<file path="config.mk">
export PLATFORM = sky130hd
export DESIGN_NAME = sign_narrow_32to26
export DESIGN_NICKNAME = d
export VERILOG_FILES = /design/src/rtl/sign_narrow_32to26.sv
export SDC_FILE = /design/constraint.sdc
export NUM_CORES = 1
export LEC_CHECK = 0
export ABC_AREA = 1
export BUFFER_PORTS_ARGS = -buffer_cell sky130_fd_sc_hd__clkbuf_2
export CAP_MARGIN = 15
export CORE_AREA = 2 2 88 90
export DETAILED_ROUTE_END_ITERATION = 8
export DIE_AREA = 0 0 90 92
export GPL_ROUTABILITY_DRIVEN = 0
export PLACE_DENSITY = 0.7
export SLEW_MARGIN = 15
export SYNTH_ARGS = -nofsm -noshare
export SYNTH_HDL_FRONTEND = slang
export SYNTH_SLANG_ARGS = --single-unit
</file>
<file path="constraint.sdc">
create_clock -name Clk -period 2.3 [get_ports Clk]
set_input_delay 0.46 -clock Clk [delete_from_list [all_inputs] [get_ports Clk]]
set_output_delay 0.46 -clock Clk [all_outputs]
set_load 0.02 [all_outputs]
</file>
<file path="src/rtl/sign_narrow_32to26.sv">
// Narrows signed IN_W-bit words to OUT_W-bit fields through a 2-stage valid/ready pipeline,
// flagging words that do not survive re-extension. Define SIGN_NARROW_SATURATE_EN to clamp overflows.
module sign_narrow_32to26 #(
   parameter int IN_W  = 32,
   parameter int OUT_W = 26,
   parameter int CNT_W = 16
) (
   input  logic             Clk,
   input  logic             Rst_n,
   input  logic             in_valid,
   output logic             in_ready,
   input  logic [IN_W-1:0]  in_data,
   output logic             out_valid,
   input  logic             out_ready,
   output logic [OUT_W-1:0] out_data,
   output logic             out_ovf,
   input  logic             cnt_clr,
   output logic [CNT_W-1:0] ovf_count
);

   typedef struct packed {
      logic             fit;
      logic             sign;
      logic [OUT_W-1:0] trunc;
   } s1_t;

   localparam logic [OUT_W-1:0] SAT_POS = {1'b0, {(OUT_W-1){1'b1}}};
   localparam logic [OUT_W-1:0] SAT_NEG = {1'b1, {(OUT_W-1){1'b0}}};
   localparam logic [CNT_W-1:0] CNT_MAX = '1;

   logic                 s1_valid, s2_valid;
   logic                 s1_adv, s2_adv;
   s1_t                  s1_q, s1_d;
   logic [IN_W-OUT_W:0]  hi;
   logic [OUT_W-1:0]     narrowed;

   assign s2_adv    = !s2_valid || out_ready;
   assign s1_adv    = !s1_valid || s2_adv;
   assign in_ready  = s1_adv;
   assign out_valid = s2_valid;

   // Upper bits including the new sign bit must all match for the value to fit.
   assign hi          = in_data[IN_W-1:OUT_W-1];
   assign s1_d.fit    = (&hi) || !(|hi);
   assign s1_d.sign   = in_data[IN_W-1];
   assign s1_d.trunc  = in_data[OUT_W-1:0];

`ifdef SIGN_NARROW_SATURATE_EN
   assign narrowed = s1_q.fit ? s1_q.trunc : (s1_q.sign ? SAT_NEG : SAT_POS);
`else
   assign narrowed = s1_q.trunc;
`endif

   always_ff @(posedge Clk or negedge Rst_n) begin
      if (!Rst_n) begin
         s1_valid <= 1'b0;
         s1_q     <= '0;
      end else if (s1_adv) begin
         s1_valid <= in_valid;
         if (in_valid) s1_q <= s1_d;
      end
   end

   always_ff @(posedge Clk or negedge Rst_n) begin
      if (!Rst_n) begin
         s2_valid <= 1'b0;
         out_data <= '0;
         out_ovf  <= 1'b0;
      end else if (s2_adv) begin
         s2_valid <= s1_valid;
         if (s1_valid) begin
            out_data <= narrowed;
            out_ovf  <= !s1_q.fit;
         end
      end
   end

   // Clear wins over a coincident overflow delivery; that delivery is not counted.
   always_ff @(posedge Clk or negedge Rst_n) begin
      if (!Rst_n)
         ovf_count <= '0;
      else if (cnt_clr)
         ovf_count <= '0;
      else if (s2_valid && out_ready && out_ovf && ovf_count != CNT_MAX)
         ovf_count <= ovf_count + 1'b1;
   end

endmodule

</file>
* After elaboration in Yosys (flattened, before gate mapping)
Cells that the tools add are included.
** Storage, ports and cells
- Register bits :: 72
- Output and inout bits :: 45
- Word-level logic and storage cells :: 26
** Operators by class
- $add $sub $neg :: 1
- Equality and inequality tests :: 1
- Mux-type cells :: 2
- Reduce and logical (&&, ||, !) cells :: 15
** Operators with widths (count)
- 16-bit two-way mux :: 2
- 16-bit by 1-bit adder with 16-bit output (second input constant) :: 1
- 16-bit inequality test (second input constant) :: 1
- 7-bit AND reduction :: 1
- 7-bit OR reduction :: 1
- 1-bit zero test :: 4
- 2-bit AND reduction :: 2
- 1-bit logical AND :: 3
- 1-bit logical OR :: 3
- 2-bit nonzero test :: 1

* Depth between registers and ports, before layout
Gate-level depths: netlist (run 1).
- Depth after elaboration :: 5
- Depth in mapped cells :: 9
- Depth with buffers taken out :: 9

* Least setup slack after synthesis (run 1)
OpenSTA, ideal clock, no wires.
- Path kind :: reg-to-reg
- Start point :: register ovf_count[0]
- End point :: register ovf_count[1]
- Library setup time :: 65 ps
- Data arrival time :: 1442 ps
- Required time :: 2235 ps
- Slack :: 793 ps
- Cell stages (with the launch flop) :: 9
- Buffers on the path :: 0
- Period minus slack after synthesis :: 1507 ps
- Path through :: dfrtp_1 > ha_1 > nand3_1 > nor2_1 > nand2_1 > nand2_2 > nor2_1 > nand2_1 > nand2_1
** Between the ends
- Longest elaborated chain between the ends :: 3
** RTL lines
- from (decl) :: RTL line 18 : output logic [CNT_W-1:0] ovf_count
- from (signal assigned) :: RTL line 85 : ovf_count <= ovf_count + 1'b1;
- 16-bit by 1-bit adder with 16-bit output or 16-bit inequality test (tied branches) :: RTL line 85, 84
- 16-bit two-way mux or 1-bit logical AND (tied branches) :: RTL line 84 : else if (s2_valid && out_ready && out_ovf && ovf_count != CNT_MAX)
- 16-bit two-way mux or 2-bit nonzero test (tied branches)
Parallel ways exist; a longest one is shown, timed or not. The select of a mux whose other input is x is not followed.
A chain may end at the register's enable or synchronous reset.

* Worst setup path in the final report (run 1)
- Start point :: register ovf_count[0]
- End point :: register ovf_count[9]
The elaborated chain is that of the path after synthesis.

==> flow_metrics.py, run 1 <==
metrics = {
    "detailed_routing": {
        "route.met2.wl_um": 2890,
        "viasPerCell": 4.79,
        "drtIter0Drc": 130,
        "antenna_left": 0,
        "wl_met3_um": 500,
        "post_drt_wl_per_cell_um": 12.4,
        "firstDrtPassIters": 4,
        "drt-met1-wl_um": 3210,
        "vias": 2601,
        "finalWirelength_um": 6730,
        "drc_errors": 0,
        "top_layer_used": "met4",
    },
    "cells_and_area": {
        "nets": 475,
        "syn_to_final_growth_pct": 22.2,
        "filler_cell_count": 709,
        "layout-drive-gt1-share": 0.306,
        "multi_input_area_sq_um": 1240,
        "ff_latch_area_sq_um": 1800,
        "diodes": 0,
    },
    "logic_synthesis": {
        "synthCells": 350,
        "synth_top_area_share": 0.566,
        "syn_nets": 388,
        "yosys-top-cells-count": "nand2_1, dfrtp_1, mux2_2, nand3_1, nor2_1",
        "async_flop_share": 1.00,
        "synth_seq_cells": 72,
        "seq_area_frac_synth": 0.566,
        "synth-edff-count": 0,
        "synth_top_cell_by_area": "dfrtp_1",
        "synthesis.area_sq_um": 3180,
        "yosys_most_used_dff": "dfrtp_1",
        "yosysUniqueCellTypes": 18,
        "synthTopCellsByArea": "dfrtp_1, nand2_1, mux2_2, nand3_1, nor2_1",
        "syn-mean-instance-area_sq_um": 9.09,
        "synth_warnings": 0,
        "yosys.cell_count.top_type": "nand2_1",
    },
    "setup_path": {
        "end_kind": "register",
        "cp_top_family": "simple AND/OR/NAND/NOR gates",
        "worstSetupPathType": "reg -> reg",
        "crit_top_cell": "nand2_1",
        "crit_slowest_cell": "dfrtp_1",
        "cp.required_ns": 2.57,
        "reg2reg_setup_slack_ns": 0.57,
        "r2r_cells": 8,
        "cp-start-kind": "register",
        "r2r-end": "ovf_count[9]",
        "cp.depth": 8,
        "worst-path-buf-inv": 0,
        "reg2reg_from": "ovf_count[0]",
        "slowest_delay_ns": 0.43,
        "critPathMaxFanout": 11,
        "crit_arrival_ns": 2.00,
        "path_cells": "ha_1 > nand3_1 > nor2_1 > nand2_1 > nand2_2 > nor2_1 > nand2_1 > nand2_1",
    },
    "sta": {
        "max_freq_mhz": 580,
        "fin_skew_ns": 0.0105,
        "hold_violations": 0,
        "setup_ws_ns": 0.574,
        "worst_pin_slew_ns": 0.461,
        "min_period_over_period": 0.750,
        "finalCriticalPeriod_ns": 1.73,
        "slew_viol_final": 0,
        "setup_tns_ns": 0,
        "rsz0062_at_grt": "false",
        "relSlewSlack": 0.692,
        "setup-violations-final": 0,
    },
    "pwr": {
        "p_per_area_nw_per_um2": 868,
        "worst_ir_drop_vdd_uv": 418,
        "leakagePower_nw": 2.06,
        "power_w": 0.00338,
    },
    "floorplanning": {
        "core_sq_um": 7450,
        "die_h_um": 92,
        "die_w_um": 90,
        "boundaryPins": 82,
        "die_area_sq_um": 8280,
        "start_util": 0.427,
        "row_count": 32,
    },
    "clock_tree": {
        "cts_max_level": 3,
        "cts_setup_buffers": 0,
        "clkTransAtPathRegs_ns": 0.08,
        "cts.path.max_buffers": 2,
        "clk_latency_ns": 0.34,
        "cts_buffers": 9,
        "post_cts_resize_count": 0,
        "tritoncts": "built",
        "root_buffer": "clkbuf_8",
        "cts_hold_buf": 0,
        "clkSinkCount": 72,
    },
    "flow_run": {
        "maxCapViolations": 0,
    },
    "grt": {
        "grt_pass1_vias": 2454,
        "grt_usage": 0.173,
        "antenna_found_initial": 0,
        "grt_max_degree": 40,
        "grt_pass1_wl_um": 11500,
        "gr-total-overflow": 0,
    },
    "placement": {
        "io_buffer_count": 81,
        "dp_slack_ns": 0.581,
        "dp_hpwl_um": 4760,
    },
    "run_status": {
        "outcome": "completed",
    },
    "min_path": {
        "hp-class": "in -> async",
    },
}
[kinds of logic after synthesis]
logic type / synth area share
AND/OR/NAND/NOR: 0.258
multiplexers: 0.0885
XOR/XNOR: 0.0193
buffers and inverters: 0.0433
AO/OA/AOI/OAI: 0.0204
adder cells (fa/ha/maj): 0.00393
flip-flops: 0.566
[worst max-delay path by stage]
stage	from	end
final	ovf_count[0]	ovf_count[9]
after global routing	ovf_count[0]	ovf_count[4]
after CTS	ovf_count[0]	ovf_count[9]
after detailed placement	ovf_count[0]	ovf_count[9]
after global placement	out_ready	out_data[14]
after floorplan	ovf_count[0]	ovf_count[1]
[power breakdown]
group / leakage, nW / internal [W] / switching (W)
clock network: 0.0878 / 0.000446 / 0.000462
logic: 1.07 / 0.000325 / 0.000500
registers: 0.906 / 0.00151 / 0.000137
[layout make-up]
type | instances | share of cell area
Sequential cell | 72 | 0.463
Multi-Input combinational cell | 246 | 0.319
Timing Repair Buffer | 85 | 0.116
Clock buffer | 11 | 0.0389
Tap cell | 102 | 0.0328
Inverter | 23 | 0.0222
Clock inverter | 4 | 0.00740
[flip-flops by register name, summed over array words and instances, names as in the netlist]
signal	cells
out_ovf	1
s1_valid	1
narrowed	26
out_data	26
ovf_count	16
s1_q	1
out_valid	1
[per-layer routing]
layer | track usage | up-vias
met4 | 0.0679 | 0
met3 | 0.0534 | 13
met2 | 0.259 | 88
li1 | - | 1281
met1 | 0.236 | 1219
met5 | 0 | -
[cell usage in the layout, fill, tap and decap left out, drive strengths merged, types with 5 or more instances in the layout]
| cell | synthesis | routed |
|---|---|---|
| clkbuf | 0 | 91 |
| buf | 9 | 5 |
| nor2 | 29 | 29 |
| nand2 | 141 | 141 |
| nand4 | 5 | 5 |
| mux2 | 25 | 25 |
| nand3 | 25 | 25 |
| xor2 | 7 | 7 |
| dfrtp | 72 | 72 |
| o21ai | 11 | 11 |
| inv | 23 | 24 |
[through the flow]
stage / cells / hold slack [ns] / util / instance area, sq um
floorplan: 350 / 0.164 / - / 3180
global placement: 528 / 0.442 / 0.498 / 3710
detailed placement: 528 / 0.451 / 0.498 / 3710
CTS: 543 / 0.0691 / 0.522 / 3890
global route: 543 / 0.0777 / 0.522 / 3890
finish: 543 / 0.0546 / 0.522 / 3890
Note: power is estimated with default switching activity, not from simulation.
==> run 2, diff against run 1 <==
==> constraint.sdc (replaced) <==
create_clock -name Clk -period 1.6 [get_ports Clk]
set_input_delay 0.32 -clock Clk [delete_from_list [all_inputs] [get_ports Clk]]
set_output_delay 0.32 -clock Clk [all_outputs]
set_load 0.02 [all_outputs]
==> flow_metrics.py, run 2 (synthesized netlist as in run 1, its figures left out) <==
metrics = {
    "pwr": {
        "leakagePower_nw": 2.13,
        "power_w": 0.00518,
        "worst_ir_drop_vdd_uv": 714,
        "p_per_area_nw_per_um2": 1290,
    },
    "detailed_routing": {
        "vias": 2629,
        "post_drt_wl_per_cell_um": 12.6,
        "firstDrtPassIters": 4,
        "antenna_left": 0,
        "viasPerCell": 4.75,
        "drc_errors": 0,
        "drtIter0Drc": 124,
        "finalWirelength_um": 7000,
    },
    "run_status": {
        "outcome": "completed",
    },
    "setup_path": {
        "cp-start-kind": "register",
        "end_kind": "register",
        "crit_arrival_ns": 1.72,
        "cp.required_ns": 1.83,
        "critPathMaxFanout": 3,
        "worstSetupPathType": "reg -> reg",
    },
    "min_path": {
        "hp-class": "in -> reg",
    },
    "placement": {
        "dp_hpwl_um": 5060,
        "dp_cells": 535,
        "io_buffer_count": 81,
    },
    "floorplanning": {
        "die_h_um": 92,
        "start_util": 0.427,
        "boundaryPins": 82,
        "die_area_sq_um": 8280,
        "row_count": 32,
        "core_sq_um": 7450,
        "die_w_um": 90,
    },
    "clock_tree": {
        "cts_max_level": 3,
        "clkTransAtPathRegs_ns": 0.08,
        "cts_buffers": 9,
        "clk_latency_ns": 0.33,
        "clkSinkCount": 72,
        "cts.path.max_buffers": 2,
        "tritoncts": "built",
        "root_buffer": "clkbuf_8",
    },
    "cells_and_area": {
        "final_common_cell": "nand2_1",
        "filler_cell_count": 698,
        "multi_input_area_sq_um": 1240,
        "final_cell_mix": "nand2_1, clkbuf_2, dfrtp_1",
        "final_cells": 553,
        "nets": 484,
        "ff_latch_area_sq_um": 1800,
        "diodes": 0,
        "syn_to_final_growth_pct": 26.5,
        "layout-drive-gt1-share": 0.319,
        "utilization": 0.541,
    },
    "grt": {
        "grt_pass1_vias": 2571,
        "antenna_found_initial": 0,
        "grt_pass1_wl_um": 12000,
        "gr-total-overflow": 0,
        "grt_usage": 0.182,
        "grt_max_degree": 31,
    },
    "sta": {
        "relSlewSlack": 0.682,
        "finalCriticalPeriod_ns": 1.49,
        "hold_violations": 0,
        "setup-violations-final": 0,
        "fin_skew_ns": 0.00881,
        "hold_ws_ns": 0.174,
        "worst_pin_slew_ns": 0.477,
        "min_period_over_period": 0.931,
        "setup_tns_ns": 0,
        "slew_viol_final": 0,
        "max_freq_mhz": 671,
    },
    "flow_run": {
        "maxCapViolations": 0,
    },
}
run 2: cell count changes in the layout (fill, tap and decap cells not counted):
cell	delta
clkbuf_8	-2
clkinv_4	+1
bufinv_16	+2
dlygate4sd3_1	+1
ha_2	+1
buf_4	+6
buf_12	+2
clkinv_2	-1
ha_1	-1
clkbuf_1	+1
run 2: worst max-delay path, cell delays in order (launching register included):
cell and delay, ns:
dfrtp_1 0.37, ha_2 0.21, nand3_1 0.10, buf_4 0.16
nor2_1 0.20, nand3_1 0.13, nand2_1 0.08, nand2_1 0.05
nand2_1 0.06, nand2_1 0.05
run 2: final timing paths:
kind | end | slack, ns | depth (start not counted) | from
worst max-delay path | ovf_count[14] | 0.11 | 9 | ovf_count[1]
worst min-delay path | narrowed[16] | 0.17 | 3 | in_data[16]
worst max register to register | ovf_count[14] | 0.11 | 9 | ovf_count[1]
worst min register to register | out_ovf | 0.47 | 1 | s1_q[27]
max in group asynchronous | narrowed[10] | 0.73 | 3 | Rst_n
min in group asynchronous | ovf_count[2] | 0.42 | 2 | Rst_n
run 2: cell type report:
class,instances,share of cell area
inverter,23,0.0214
timing repair buffer,94,0.135
clock buffer,10,0.0317
tap,102,0.0317
sequential,72,0.447
multi-input combinational,246,0.309
clock inverter,6,0.0230
run 2: metrics by stage:
stage	setup WS (ns)	area [sq um]
global placement	0.152	3790
finish	0.110	4030
detailed placement	0.0595	3790
floorplan	0.0927	3180
CTS	0.0437	4020
global route	-0.00783	4030
run 2: routing by layer:
layer / GRT usage / up-vias / share of wire
met5: 0 / - / 0
met4: 0.0564 / 0 / 0.0091
met3: 0.0534 / 9 / 0.067
met2: 0.286 / 92 / 0.46
met1: 0.244 / 1224 / 0.46
li1: - / 1304 / -
run 2: power by group:
group	internal [W]	total (W)	switching [W]	leakage, nW
logic	0.000501	0.00124	0.000742	1.12
clock network	0.000887	0.00158	0.000693	0.103
registers	0.00217	0.00236	0.000192	0.906
total	0.00355	0.00518	0.00163	2.13
run 2: what timing repair did:
action,4_1_cts,5_1_grt
buffers inserted,0,1
hold endpoints to repair,20,0
hold buffers,1,0
endpoints found under the setup margin,0,15
resized for setup,0,1
==> run 3, diff against run 2 <==
--- a/config.mk
+++ b/config.mk
@@ -8,12 +8,12 @@
 export ABC_AREA = 1
 export BUFFER_PORTS_ARGS = -buffer_cell sky130_fd_sc_hd__clkbuf_2
 export CAP_MARGIN = 15
-export CORE_AREA = 2 2 88 90
+export CORE_AREA = 2 2 67 117
 export DETAILED_ROUTE_END_ITERATION = 8
-export DIE_AREA = 0 0 90 92
+export DIE_AREA = 0 0 69 119
 export GPL_ROUTABILITY_DRIVEN = 0
 export PLACE_DENSITY = 0.7
-export SLEW_MARGIN = 15
+export SLEW_MARGIN = 20
 export SYNTH_ARGS = -nofsm -noshare
 export SYNTH_HDL_FRONTEND = slang
 export SYNTH_SLANG_ARGS = --single-unit
==> flow_metrics.py, run 3 (synthesized netlist as in run 1, its figures left out) <==
metrics = {
    "grt": {
        "grt_pass1_vias": 2807,
        "grt_max_degree": 29,
        "grt_pass1_wl_um": 12400,
        "gr-total-overflow": 0,
        "grt_usage": 0.190,
        "antenna_found_initial": 0,
    },
    "sta": {
        "finalCriticalPeriod_ns": 1.49,
        "setup-violations-final": 0,
        "relSlewSlack": 0.678,
        "max_freq_mhz": 670,
        "hold_violations": 0,
        "min_period_over_period": 0.932,
        "worst_pin_slew_ns": 0.482,
        "slew_viol_final": 0,
        "fin_skew_ns": 0.00614,
    },
    "flow_run": {
        "maxCapViolations": 0,
    },
    "setup_path": {
        "path_cells": "nand3_1 > nor2_1 > nand3_1 > nand2_1 > nand2_1 > o21ai_0",
        "worstSetupPathType": "reg -> reg",
        "cp-start-kind": "register",
        "slowest_delay_ns": 0.48,
        "critPathMaxFanout": 7,
        "reg2reg_setup_slack_ns": 0.11,
        "worst-path-buf-inv": 0,
        "end_kind": "register",
        "cp.required_ns": 1.83,
        "cp_top_family": "simple AND/OR/NAND/NOR gates",
        "crit_arrival_ns": 1.72,
        "crit_slowest_cell": "dfrtp_1",
    },
    "floorplanning": {
        "die_h_um": 119,
        "die_w_um": 69,
        "boundaryPins": 82,
        "row_count": 42,
        "die_area_sq_um": 8210,
        "start_util": 0.432,
        "core_sq_um": 7360,
    },
    "clock_tree": {
        "clkSinkCount": 72,
        "tritoncts": "built",
        "clkTransAtPathRegs_ns": 0.06,
        "cts_max_level": 3,
        "cts_setup_buffers": 0,
        "cts_buffers": 9,
        "root_buffer": "clkbuf_16",
        "clk_latency_ns": 0.32,
        "cts.path.max_buffers": 2,
    },
    "cells_and_area": {
        "syn_to_final_growth_pct": 29.9,
        "layout-drive-gt1-share": 0.328,
        "final_cells": 539,
        "nets": 485,
        "final_cell_mix": "nand2_1, clkbuf_2, dfrtp_1",
        "fin_area_sq_um": 4130,
        "diodes": 0,
        "final_common_cell": "nand2_1",
    },
    "detailed_routing": {
        "drc_errors": 0,
        "antenna_left": 0,
        "post_drt_wl_per_cell_um": 13.5,
        "finalWirelength_um": 7290,
        "firstDrtPassIters": 4,
        "vias": 2701,
        "drtIter0Drc": 190,
        "viasPerCell": 5.01,
    },
    "placement": {
        "io_buffer_count": 81,
        "dp_hpwl_um": 5400,
        "place_area_sq_um": 3780,
        "dp_cells": 523,
    },
    "min_path": {
        "hp-class": "in -> reg",
    },
    "run_status": {
        "outcome": "completed",
    },
    "pwr": {
        "leakagePower_nw": 2.19,
        "p_per_area_nw_per_um2": 1400,
        "worst_ir_drop_vdd_uv": 1070,
    },
}
==> run 3: final cells by class <==
cell class                      instances  area [sq um]
Fill cell                             646          3220
Sequential cell                        72          1800
Multi-Input combinational cell        246          1250
Timing Repair Buffer                   95           553
Clock buffer                           11           253
Tap cell                               88           110
Inverter                               23          86.3
Clock inverter                          4          76.3
==> run 3: stage by stage <==
| stage | power, W | setup WS, ns | TNS (ns) | hold slack, ns | utilization |
|---|---|---|---|---|---|
| 2_1_floorplan | 0.00313 | 0.0927 | 0 | 0.0244 | - |
| 3_3_place_gp | 0.00361 | 0.0913 | 0 | 0.254 | 0.514 |
| 3_5_place_dp | 0.00365 | 0.0427 | 0 | 0.261 | 0.514 |
| 4_1_cts | 0.00586 | 0.0240 | 0 | 0.175 | 0.560 |
| 5_1_grt | 0.00607 | -0.00734 | -0.00734 | 0.186 | 0.562 |
| 6_report | 0.00578 | 0.108 | 0 | 0.185 | 0.562 |
==> run 3: timing repair <==
action / CTS / global route
hold endpoints to repair: 24 / 0
resized for setup: 0 / 4
endpoints found under the setup margin: 0 / 12
hold buffers: 1 / 0
==> run 3: tightest hold or removal path: cells and delay by family <==
family,cells,cell delay (ns)
AND/OR/NAND/NOR,2,0.08
buffers and inverters,1,0.07
==> run 3: report_power, final <==
part / leakage (nW) / internal [W] / switching, W
logic: 1.13 / 0.000504 / 0.000742
clock network: 0.158 / 0.00145 / 0.000734
registers: 0.905 / 0.00217 / 0.000183
==> run 3: routing by layer <==
layer	vias to the layer above	GRT usage	share of wire
li1	1301	-	-
met1	1284	0.201	0.38
met2	95	0.335	0.53
met3	21	0.0533	0.059
met4	0	0.102	0.032
met5	-	0	0
==> run 3: path summary, 6_finish.rpt <==
kind / from / end / cells after the start
setup / recovery: ovf_count[2] / ovf_count[13] / 6
hold / removal: in_data[9] / narrowed[9] / 3
hold reg to reg: s1_q[27] / out_ovf / 1
setup reg to reg: ovf_count[2] / ovf_count[13] / 6
min in group asynchronous: Rst_n / ovf_count[15] / 2
max in group asynchronous: Rst_n / ovf_count[9] / 3
